<file path="config.mk">
export PLATFORM = sky130hd
export DESIGN_NAME = dtack_gen
export DESIGN_NICKNAME = d
export VERILOG_FILES = /design/src/rtl/raven_bus_pkg.sv /design/src/rtl/bus_timeout.sv /design/src/rtl/dtack_gen.sv
export SDC_FILE = /design/constraint.sdc
export NUM_CORES = 1
export LEC_CHECK = 0
export BUFFER_PORTS_ARGS = -buffer_cell sky130_fd_sc_hd__buf_2
export CAP_MARGIN = 20
export CORE_MARGIN = 3
export CORE_UTILIZATION = 40
export DETAILED_ROUTE_END_ITERATION = 10
export SYNTH_ARGS = -nofsm -noshare
export SYNTH_HDL_FRONTEND = slang
export SYNTH_SLANG_ARGS = --single-unit
</file>
<file path="constraint.sdc">
create_clock -name clk_in -period 2.15 [get_ports clk_in]
set_input_delay 0.43 -clock clk_in [delete_from_list [all_inputs] [get_ports clk_in]]
set_output_delay 0.43 -clock clk_in [all_outputs]
set_load 0.02 [all_outputs]
</file>
<file path="src/rtl/raven_bus_pkg.sv">
// Shared definitions for the 68000 bus-cycle logic: FSM state encoding,
// the interrupt-acknowledge function code and chip-select region indices.
package raven_bus_pkg;

  // Bus-cycle terminator states
  typedef enum logic [2:0] {
    ST_IDLE = 3'd0,  // no cycle in progress
    ST_WAIT = 3'd1,  // counting down wait states
    ST_ACK  = 3'd2,  // dtack_n asserted
    ST_IACK = 3'd3,  // vpa_n asserted (autovector)
    ST_HANG = 3'd4,  // no decodable target, waiting for release or timeout
    ST_ERR  = 3'd5   // berr_n asserted
  } bus_state_t;

  // Function code that marks an interrupt-acknowledge cycle
  localparam logic [2:0] FC_IACK = 3'b111;

  // Bit positions of the decoded chip selects in the region vector
  localparam int REGION_ROM  = 0;
  localparam int REGION_RAM  = 1;
  localparam int REGION_IO   = 2;
  localparam int NUM_REGIONS = 3;

  // True when exactly one region select is active
  function automatic logic is_onehot3(input logic [NUM_REGIONS-1:0] v);
    return (v == 3'b001) || (v == 3'b010) || (v == 3'b100);
  endfunction

endpackage

</file>
<file path="src/rtl/bus_timeout.sv">
// Bus-cycle watchdog. A free-running edge counter that is cleared on strobe
// acceptance and emits a single-cycle 'expired' pulse during the clock period
// that ends with edge (acceptance + TIMEOUT_CYCLES). The counter saturates at
// all-ones so the pulse cannot repeat within one long cycle.
// Only instantiated when DTACK_BERR_TIMEOUT_EN is defined.
module bus_timeout #(
  parameter int TIMEOUT_CYCLES = 64,
  parameter int CNT_W          = 7
) (
  input  logic clk,
  input  logic rst_n,
  input  logic clr,
  output logic expired
);

  localparam logic [CNT_W-1:0] CNT_MAX   = {CNT_W{1'b1}};
  // Counter value seen just before the edge that completes the timeout
  localparam logic [CNT_W-1:0] EXPIRE_AT = CNT_W'(TIMEOUT_CYCLES - 1);

  logic [CNT_W-1:0] count_reg;
  logic [CNT_W-1:0] count_next;

  // Next count: restart on acceptance, otherwise climb and stick at the top
  always_comb begin
    count_next = count_reg;
    if (clr) begin
      count_next = '0;
    end else if (count_reg != CNT_MAX) begin
      count_next = count_reg + 1'b1;
    end
  end

  // Edge counter register
  always_ff @(posedge clk or negedge rst_n) begin
    if (!rst_n) begin
      count_reg <= '0;
    end else begin
      count_reg <= count_next;
    end
  end

  assign expired = !clr && (count_reg == EXPIRE_AT);

endmodule

</file>
<file path="src/rtl/dtack_gen.sv">
// 68000 bus-cycle terminator. Accepts a strobe, decodes the target region,
// inserts per-region wait states and then drives dtack_n; answers
// interrupt-acknowledge cycles with vpa_n. Undecodable cycles hang.
// Optional feature macro: DTACK_BERR_TIMEOUT_EN -- adds the bus_timeout
// watchdog so hung or over-long cycles terminate with berr_n. Without it
// berr_n is tied high and the ERR state is never entered.
module dtack_gen #(
  parameter int WS_ROM         = 2,
  parameter int WS_RAM         = 0,
  parameter int WS_IO          = 3,
  parameter int TIMEOUT_CYCLES = 64,
  parameter int CNT_W          = 7
) (
  input  logic       clk_in,
  input  logic       reset,
  input  logic       as_n,
  input  logic [2:0] fc,
  input  logic       sel_rom,
  input  logic       sel_ram,
  input  logic       sel_io,
  output logic       dtack_n,
  output logic       vpa_n,
  output logic       berr_n,
  output logic       busy
);

  import raven_bus_pkg::*;

  bus_state_t state_reg;
  bus_state_t state_next;

  logic [CNT_W-1:0]       cnt_reg;
  logic [CNT_W-1:0]       cnt_next;
  logic [NUM_REGIONS-1:0] sel_vec;
  logic [CNT_W-1:0]       ws_table [NUM_REGIONS];
  logic [CNT_W-1:0]       ws_sel;
  logic                   accept;
  logic                   expired;
  logic                   dtack_n_reg;
  logic                   vpa_n_reg;
  logic                   busy_reg;

  // Region select vector and wait-state lookup, indexed by region
  assign sel_vec[REGION_ROM]  = sel_rom;
  assign sel_vec[REGION_RAM]  = sel_ram;
  assign sel_vec[REGION_IO]   = sel_io;
  assign ws_table[REGION_ROM] = CNT_W'(WS_ROM);
  assign ws_table[REGION_RAM] = CNT_W'(WS_RAM);
  assign ws_table[REGION_IO]  = CNT_W'(WS_IO);

  // Wait-state count of the selected region (meaningful only when one-hot)
  always_comb begin
    ws_sel = '0;
    for (int i = 0; i < NUM_REGIONS; i++) begin
      if (sel_vec[i]) begin
        ws_sel = ws_table[i];
      end
    end
  end

`ifdef DTACK_BERR_TIMEOUT_EN
  logic berr_n_reg;

  bus_timeout #(
    .TIMEOUT_CYCLES (TIMEOUT_CYCLES),
    .CNT_W          (CNT_W)
  ) u_bus_timeout (
    .clk     (clk_in),
    .rst_n   (reset),
    .clr     (accept),
    .expired (expired)
  );

  // Bus error strobe follows entry into / exit from ERR
  always_ff @(posedge clk_in or negedge reset) begin
    if (!reset) begin
      berr_n_reg <= 1'b1;
    end else begin
      berr_n_reg <= (state_next != ST_ERR);
    end
  end

  assign berr_n = berr_n_reg;
`else
  assign expired = 1'b0;
  assign berr_n  = 1'b1;
`endif

  // Next-state decode: acceptance, wait countdown, release and abort
  always_comb begin
    state_next = state_reg;
    cnt_next   = cnt_reg;
    accept     = 1'b0;
    case (state_reg)
      ST_IDLE: begin
        if (!as_n) begin
          accept = 1'b1;
          if (fc == FC_IACK) begin
            state_next = ST_IACK;
          end else if (is_onehot3(sel_vec)) begin
            cnt_next   = ws_sel;
            state_next = (ws_sel == '0) ? ST_ACK : ST_WAIT;
          end else begin
            state_next = ST_HANG;
          end
        end
      end
      ST_WAIT: begin
        cnt_next = (cnt_reg != '0) ? cnt_reg - 1'b1 : '0;
        if (as_n) begin
          // Strobe withdrawn before acknowledge: abort silently
          state_next = ST_IDLE;
          cnt_next   = '0;
        end else if (cnt_reg == CNT_W'(1)) begin
          // Acknowledge takes precedence over a coincident timeout
          state_next = ST_ACK;
        end else if (expired) begin
          state_next = ST_ERR;
        end
      end
      ST_HANG: begin
        if (as_n) begin
          state_next = ST_IDLE;
        end else if (expired) begin
          state_next = ST_ERR;
        end
      end
      ST_ACK, ST_IACK, ST_ERR: begin
        if (as_n) begin
          state_next = ST_IDLE;
        end
      end
      default: begin
        state_next = ST_IDLE;
        cnt_next   = '0;
      end
    endcase
  end

  // State and wait-state counter registers
  always_ff @(posedge clk_in or negedge reset) begin
    if (!reset) begin
      state_reg <= ST_IDLE;
      cnt_reg   <= '0;
    end else begin
      state_reg <= state_next;
      cnt_reg   <= cnt_next;
    end
  end

  // Registered strobes and busy, decoded from the state being entered
  always_ff @(posedge clk_in or negedge reset) begin
    if (!reset) begin
      dtack_n_reg <= 1'b1;
      vpa_n_reg   <= 1'b1;
      busy_reg    <= 1'b0;
    end else begin
      dtack_n_reg <= (state_next != ST_ACK);
      vpa_n_reg   <= (state_next != ST_IACK);
      busy_reg    <= (state_next != ST_IDLE);
    end
  end

  assign dtack_n = dtack_n_reg;
  assign vpa_n   = vpa_n_reg;
  assign busy    = busy_reg;

endmodule

</file>
After elaboration in Yosys (flattened, before gate mapping)
Index checks and enable logic that the tools add are counted.
W data, S select, Z words.
- output and inout port bits: 4
- register bits after elaboration: 13
- $add $sub $neg: 1
- reductions and logical operators: 8
- mux-type cells: 17
- bitwise gates (word level): 1
- equal/unequal tests: 15
- operators by type and width (operator ; number):
    $mux W7 ; 5
    $pmux W7 S3 ; 1
    $mux W3 ; 6
    $eq A3 B3 Y1 const B ; 4
    $eq A3 B2 Y1 const B ; 3
    $pmux W3 S3 ; 1
    $mux W2 ; 4
    $eq A7 B1 Y1 const B ; 1
    $logic_not A7 Y1 ; 1
    $reduce_bool A7 Y1 ; 1
    $sub A7 B1 Y7 const B ; 1
    $eq A3 B1 Y1 const B ; 2
    $ne A2 B2 Y1 const B ; 3
    $ne A3 B2 Y1 const B ; 2
    $reduce_and A4 Y1 ; 1
    $reduce_or A4 Y1 ; 1
    $logic_not A3 Y1 ; 1
    $reduce_bool A3 Y1 ; 1
    $logic_or A1 B1 Y1 ; 2
    $not A1 Y1 ; 1

Depth between registers and ports, before layout
- depth in word-level cells: 10
- gate-level depth with buffers: 6
- depth with buffers taken out: 6

Least setup slack after synthesis
OpenSTA, ideal clock, no wires.
- kind: register to register
- from: register state_reg[2]
- to: register cnt_reg[6]
- path slack: 607 ps
- required time: 2068 ps
- data arrival time: 1461 ps
- stages on the path, launching flop included: 6
- library setup time: 82 ps
- path buffers: 1
- cells stage by stage: dfrtp_1 or4b_1 a31oi_1 buf_4 a31oi_1 a31oi_1
- longest elaborated chain between the ends: 4
- ends and longest elaborated chain (element ; line ; RTL):
    start: declaration ; dtack_gen.sv:29 ; bus_state_t state_reg;
    start signal: assignment ; dtack_gen.sv:146 ; state_reg <= state_next;
    $eq A3 B2 Y1 / $eq A3 B3 Y1 (equally long branches) ; dtack_gen.sv:94 ; case (state_reg)
    $reduce_or A4 Y1 (no source line) ; n/a ;
    $not A1 Y1 (no source line) ; n/a ;
    $reduce_and A4 Y1 (no source line) ; n/a ;
    end signal: assignment ; dtack_gen.sv:147 ; cnt_reg <= cnt_next;
    end: declaration ; dtack_gen.sv:32 ; logic [CNT_W-1:0] cnt_reg;
Parallel ways exist; a longest one is shown, timed or not.
A chain may end at the register's enable or synchronous reset.

Worst setup path after layout
- from: register cnt_reg[3]
- to: register cnt_reg[0]
- longest elaborated chain between the ends: 4
- ends and longest elaborated chain (element ; line ; RTL):
    $reduce_bool A7 Y1 ; dtack_gen.sv:109 ; cnt_next = (cnt_reg != '0) ? cnt_reg - 1'b1 : '0;
    $mux W7 ; dtack_gen.sv:109 ;
    $mux W7 ; dtack_gen.sv:110 ; if (as_n) begin
    $pmux W7 S3 ; dtack_gen.sv:94 ;
Every way passes these cells.

==> summary.md <==
| Metric | Value |
|---|---|
| Final setup viols | `0` |
| Cts repair resizes | `0` |
| Diode count | `0` |
| CP Max Fanout | `11` |
| Pwr Density | `roughly 1100 nW/µm²` |
| Drt wl/cell | `between 10 and 15 µm` |
| Clk buf depth | `2` |
| GRT Residual Overflow | `0` |
| Core area | `roughly 1800 µm²` |
| Worst r2r src | `cnt_reg[3]` |
| Die area | `~2500 µm²` |
| Main combinational cell family by area after synthesis | `compound AO/OA/AOI/OAI gates` |
| Area Overhead vs Synth | `14.85%` |
| Synth Cell Area | `about 760 µm²` |
| # IOs | `13` |
| Setup Skew | `a little under 9 ps` |
| Htree depth | `1` |
| Initial antenna violation count | `0` |
| R2R Path End | `cnt_reg[0]` |
| CTS Hold Buffers Added | `0` |
| Post-place setup slack | `451.3 ps` |
| Vias | `between 600 and 700` |
| Crit path kind | `flop to flop` |
| Fin crit period | `1702 ps` |
| Ys Warns | `0` |
| FFs w/ async S/R, synth | `1.000` |
| Mapped Cells | `82` |
| Clock root cell | `clkbuf_4` |
| Setup ws final | `roughly 450 ps` |
| Slew Viols, Final | `0` |
| Static leakage power | `between 0.3 and 0.4 nW` |
| Reg2Reg Setup Slack | `450 ps` |
| Tcrit/Tclk final | `0.7917` |
| Iter 0 DRT Violations | `12` |
| Die height | `49.54 µm` |
| Startpoint types | `flop` |
| IO buf count | `11` |
| Drc violations | `0` |
| Worst endpoint required time | `between 2000 and 2500 ps` |
| Part of the Yosys area used for sequential elements | `0.4323` |
| Mux share of post-synthesis cell area | `0.02805` |
| Synthesized area per cell | `a little over 9 µm²` |
| Ys flop type | `dfrtp_1` |
| Compound-gate portion of the synthesized area | `0.2195` |
| Status | `finished clean` |
| Xor and xnor area share after synthesis | `0.02310` |
| Clk slew on worst S/H paths | `about 80 ps` |
| Drt via density | `roughly 5.4` |
| Max Cap Viol | `0` |
| Core Rows | `15` |
| CTS sink count | `13` |
| Worst reg-to-reg path cell count | `5` |
| RSZ-0062 raised after global routing | `no` |
| Routed Wire Length | `between 1500 and 2000 µm` |
| Post-DRT Antenna Nets | `0` |
| Endpoints failing hold | `0` |
| Post-Place Cell Area | `between 800 and 900 µm²` |
| Worst-Skew Late Latency | `about 280 ps` |
| Kind of end point of the critical path | `flop` |
| Die W | `around 50 µm` |
| FF+latch area | `between 300 and 400 µm²` |
| Post-synthesis adder-cell area fraction | `0.04950` |
| Synth Register Bits | `13` |
| Fmax | `between 500 and 600 MHz` |
| Starting Density | `0.4298` |
| Vias in the first global route | `~600` |
| DP HPWL | `between 1000 and 1500 µm` |
| CP arrival | `roughly 1900 ps` |
| Synth unique cells | `35` |
| Post-synth net total | `94` |
| Max reg flops | `7` |
| HP Class | `input pin to asynchronous set/reset pin` |
| RePlAce Congestion | `slightly above 0.8` |
| Num CTS Buffers | `3` |
| DRT Pass-1 Iters | `3` |
| CTS tree | `done` |
| Number of flops mapped to enable cells by yosys | `0` |
| Setup_tns | `0 ps` |
| Fill cell count | `210` |
| Worst vdd ir | `approximately 0.00037 V` |
| Largest net degree at the start of global routing | `14` |
| Area of the multi-input gates | `between 300 and 400 µm²` |
| Postcts setup bufs | `0` |
| Fin nets | `110` |
| Post-route cell area | `870.8 µm²` |
| First-pass GRT wire length | `2704 µm` |
| GRT Resource Usage Total | `0.1449` |
| Layout cell share with drive strength beyond 1 | `0.1856` |
| Simple-gate area share of the yosys netlist | `0.1980` |
==> power by group <==
part / leakage [nW] / internal (mW) / switching [mW]
registers: 0.163 / 0.316 / 0.0800
logic: 0.203 / 0.164 / 0.219
clock network: 0.0150 / 0.0720 / 0.0775
total: 0.381 / 0.552 / 0.376
==> placed cells by master, fill, tap and decap left out, types with 2 or more instances in the layout <==
cell type and count:
nor3b_1 2, buf_2 11, nor3_1 5, inv_1 5, a21oi_1 5, o21ai_0 5
clkbuf_4 3, nand2_1 6, a21boi_1 2, nor2_1 4, nand2b_1 2, dfstp_2 2
a31oi_1 7, ha_1 3, dfrtp_1 11, buf_4 2
==> critical path: stages (launching register included) <==
cell,delay [ps]
dfrtp_1,440
nor3_1,360
a31oi_1,140
buf_4,190
a22o_1,180
mux2_1,280
==> kinds of logic (layout without fill, tap and decap cells) <==
family / count (synthesis) / in the layout
XOR/XNOR: 2 / 2
other: 1 / 1
adder cells (fa/ha/maj): 3 / 3
AND/OR/NAND/NOR: 28 / 28
buffers and inverters: 7 / 22
AO/OA/AOI/OAI: 26 / 26
flip-flops: 13 / 13
multiplexers: 2 / 2
==> cell usage after synthesis (2+ instances only) <==
library cell / count / area share
inv_1: 5 / 0.025
nand2b_1: 2 / 0.016
nor3_1: 5 / 0.033
a21boi_1: 2 / 0.020
buf_4: 2 / 0.020
dfrtp_1: 11 / 0.36
dfstp_2: 2 / 0.069
nor3b_1: 2 / 0.020
a21oi_1: 5 / 0.033
ha_1: 3 / 0.050
nand2_1: 6 / 0.030
nor2_1: 4 / 0.020
o21ai_0: 5 / 0.033
a31oi_1: 7 / 0.058
==> metal layers <==
metal	GRT usage	vias up	wire length, µm
met5	0	-	0
met1	0.1890	300	751
met4	0.08295	0	41
met3	0.02719	5	62
li1	-	334	-
met2	0.2225	16	663
==> layout make-up <==
cell class                      count  area share
Inverter                            5     0.02155
Tap cell                           25     0.03592
Sequential cell                    13      0.3764
Multi-Input combinational cell     62      0.4555
Timing Repair Buffer               13     0.08046
Clock buffer                        4     0.03017
==> worst max path at each step <==
| stage | startpoint | end | slack (ps) | cells past startpoint |
|---|---|---|---|---|
| 4_1_cts | cnt_reg[3] | cnt_reg[0] | 440 | 5 |
| 3_3_place_gp | as_n | cnt_reg[6] | 480 | 6 |
| 5_1_grt | cnt_reg[3] | cnt_reg[0] | 320 | 5 |
| 6_report | cnt_reg[3] | cnt_reg[0] | 450 | 5 |
| 3_5_place_dp | as_n | cnt_reg[6] | 450 | 6 |
| 2_1_floorplan | state_reg[2] | cnt_reg[6] | 610 | 5 |
==> metrics by stage <==
| stage | power (mW) | std cells | hold WS [ps] | utilization |
|---|---|---|---|---|
| 6_report | 0.9280 | 122 | 14.91 | 0.4936 |
| 5_1_grt | 1.016 | 122 | 28.67 | 0.4936 |
| 4_1_cts | 0.9333 | 122 | 25.32 | 0.4936 |
| 3_5_place_dp | 0.7806 | 118 | 329.2 | 0.4787 |
| 3_3_place_gp | 0.7698 | 118 | 324.4 | 0.4787 |
| 2_1_floorplan | 0.6676 | 82 | 134.4 | - |
(Power assumes the default switching activity.)
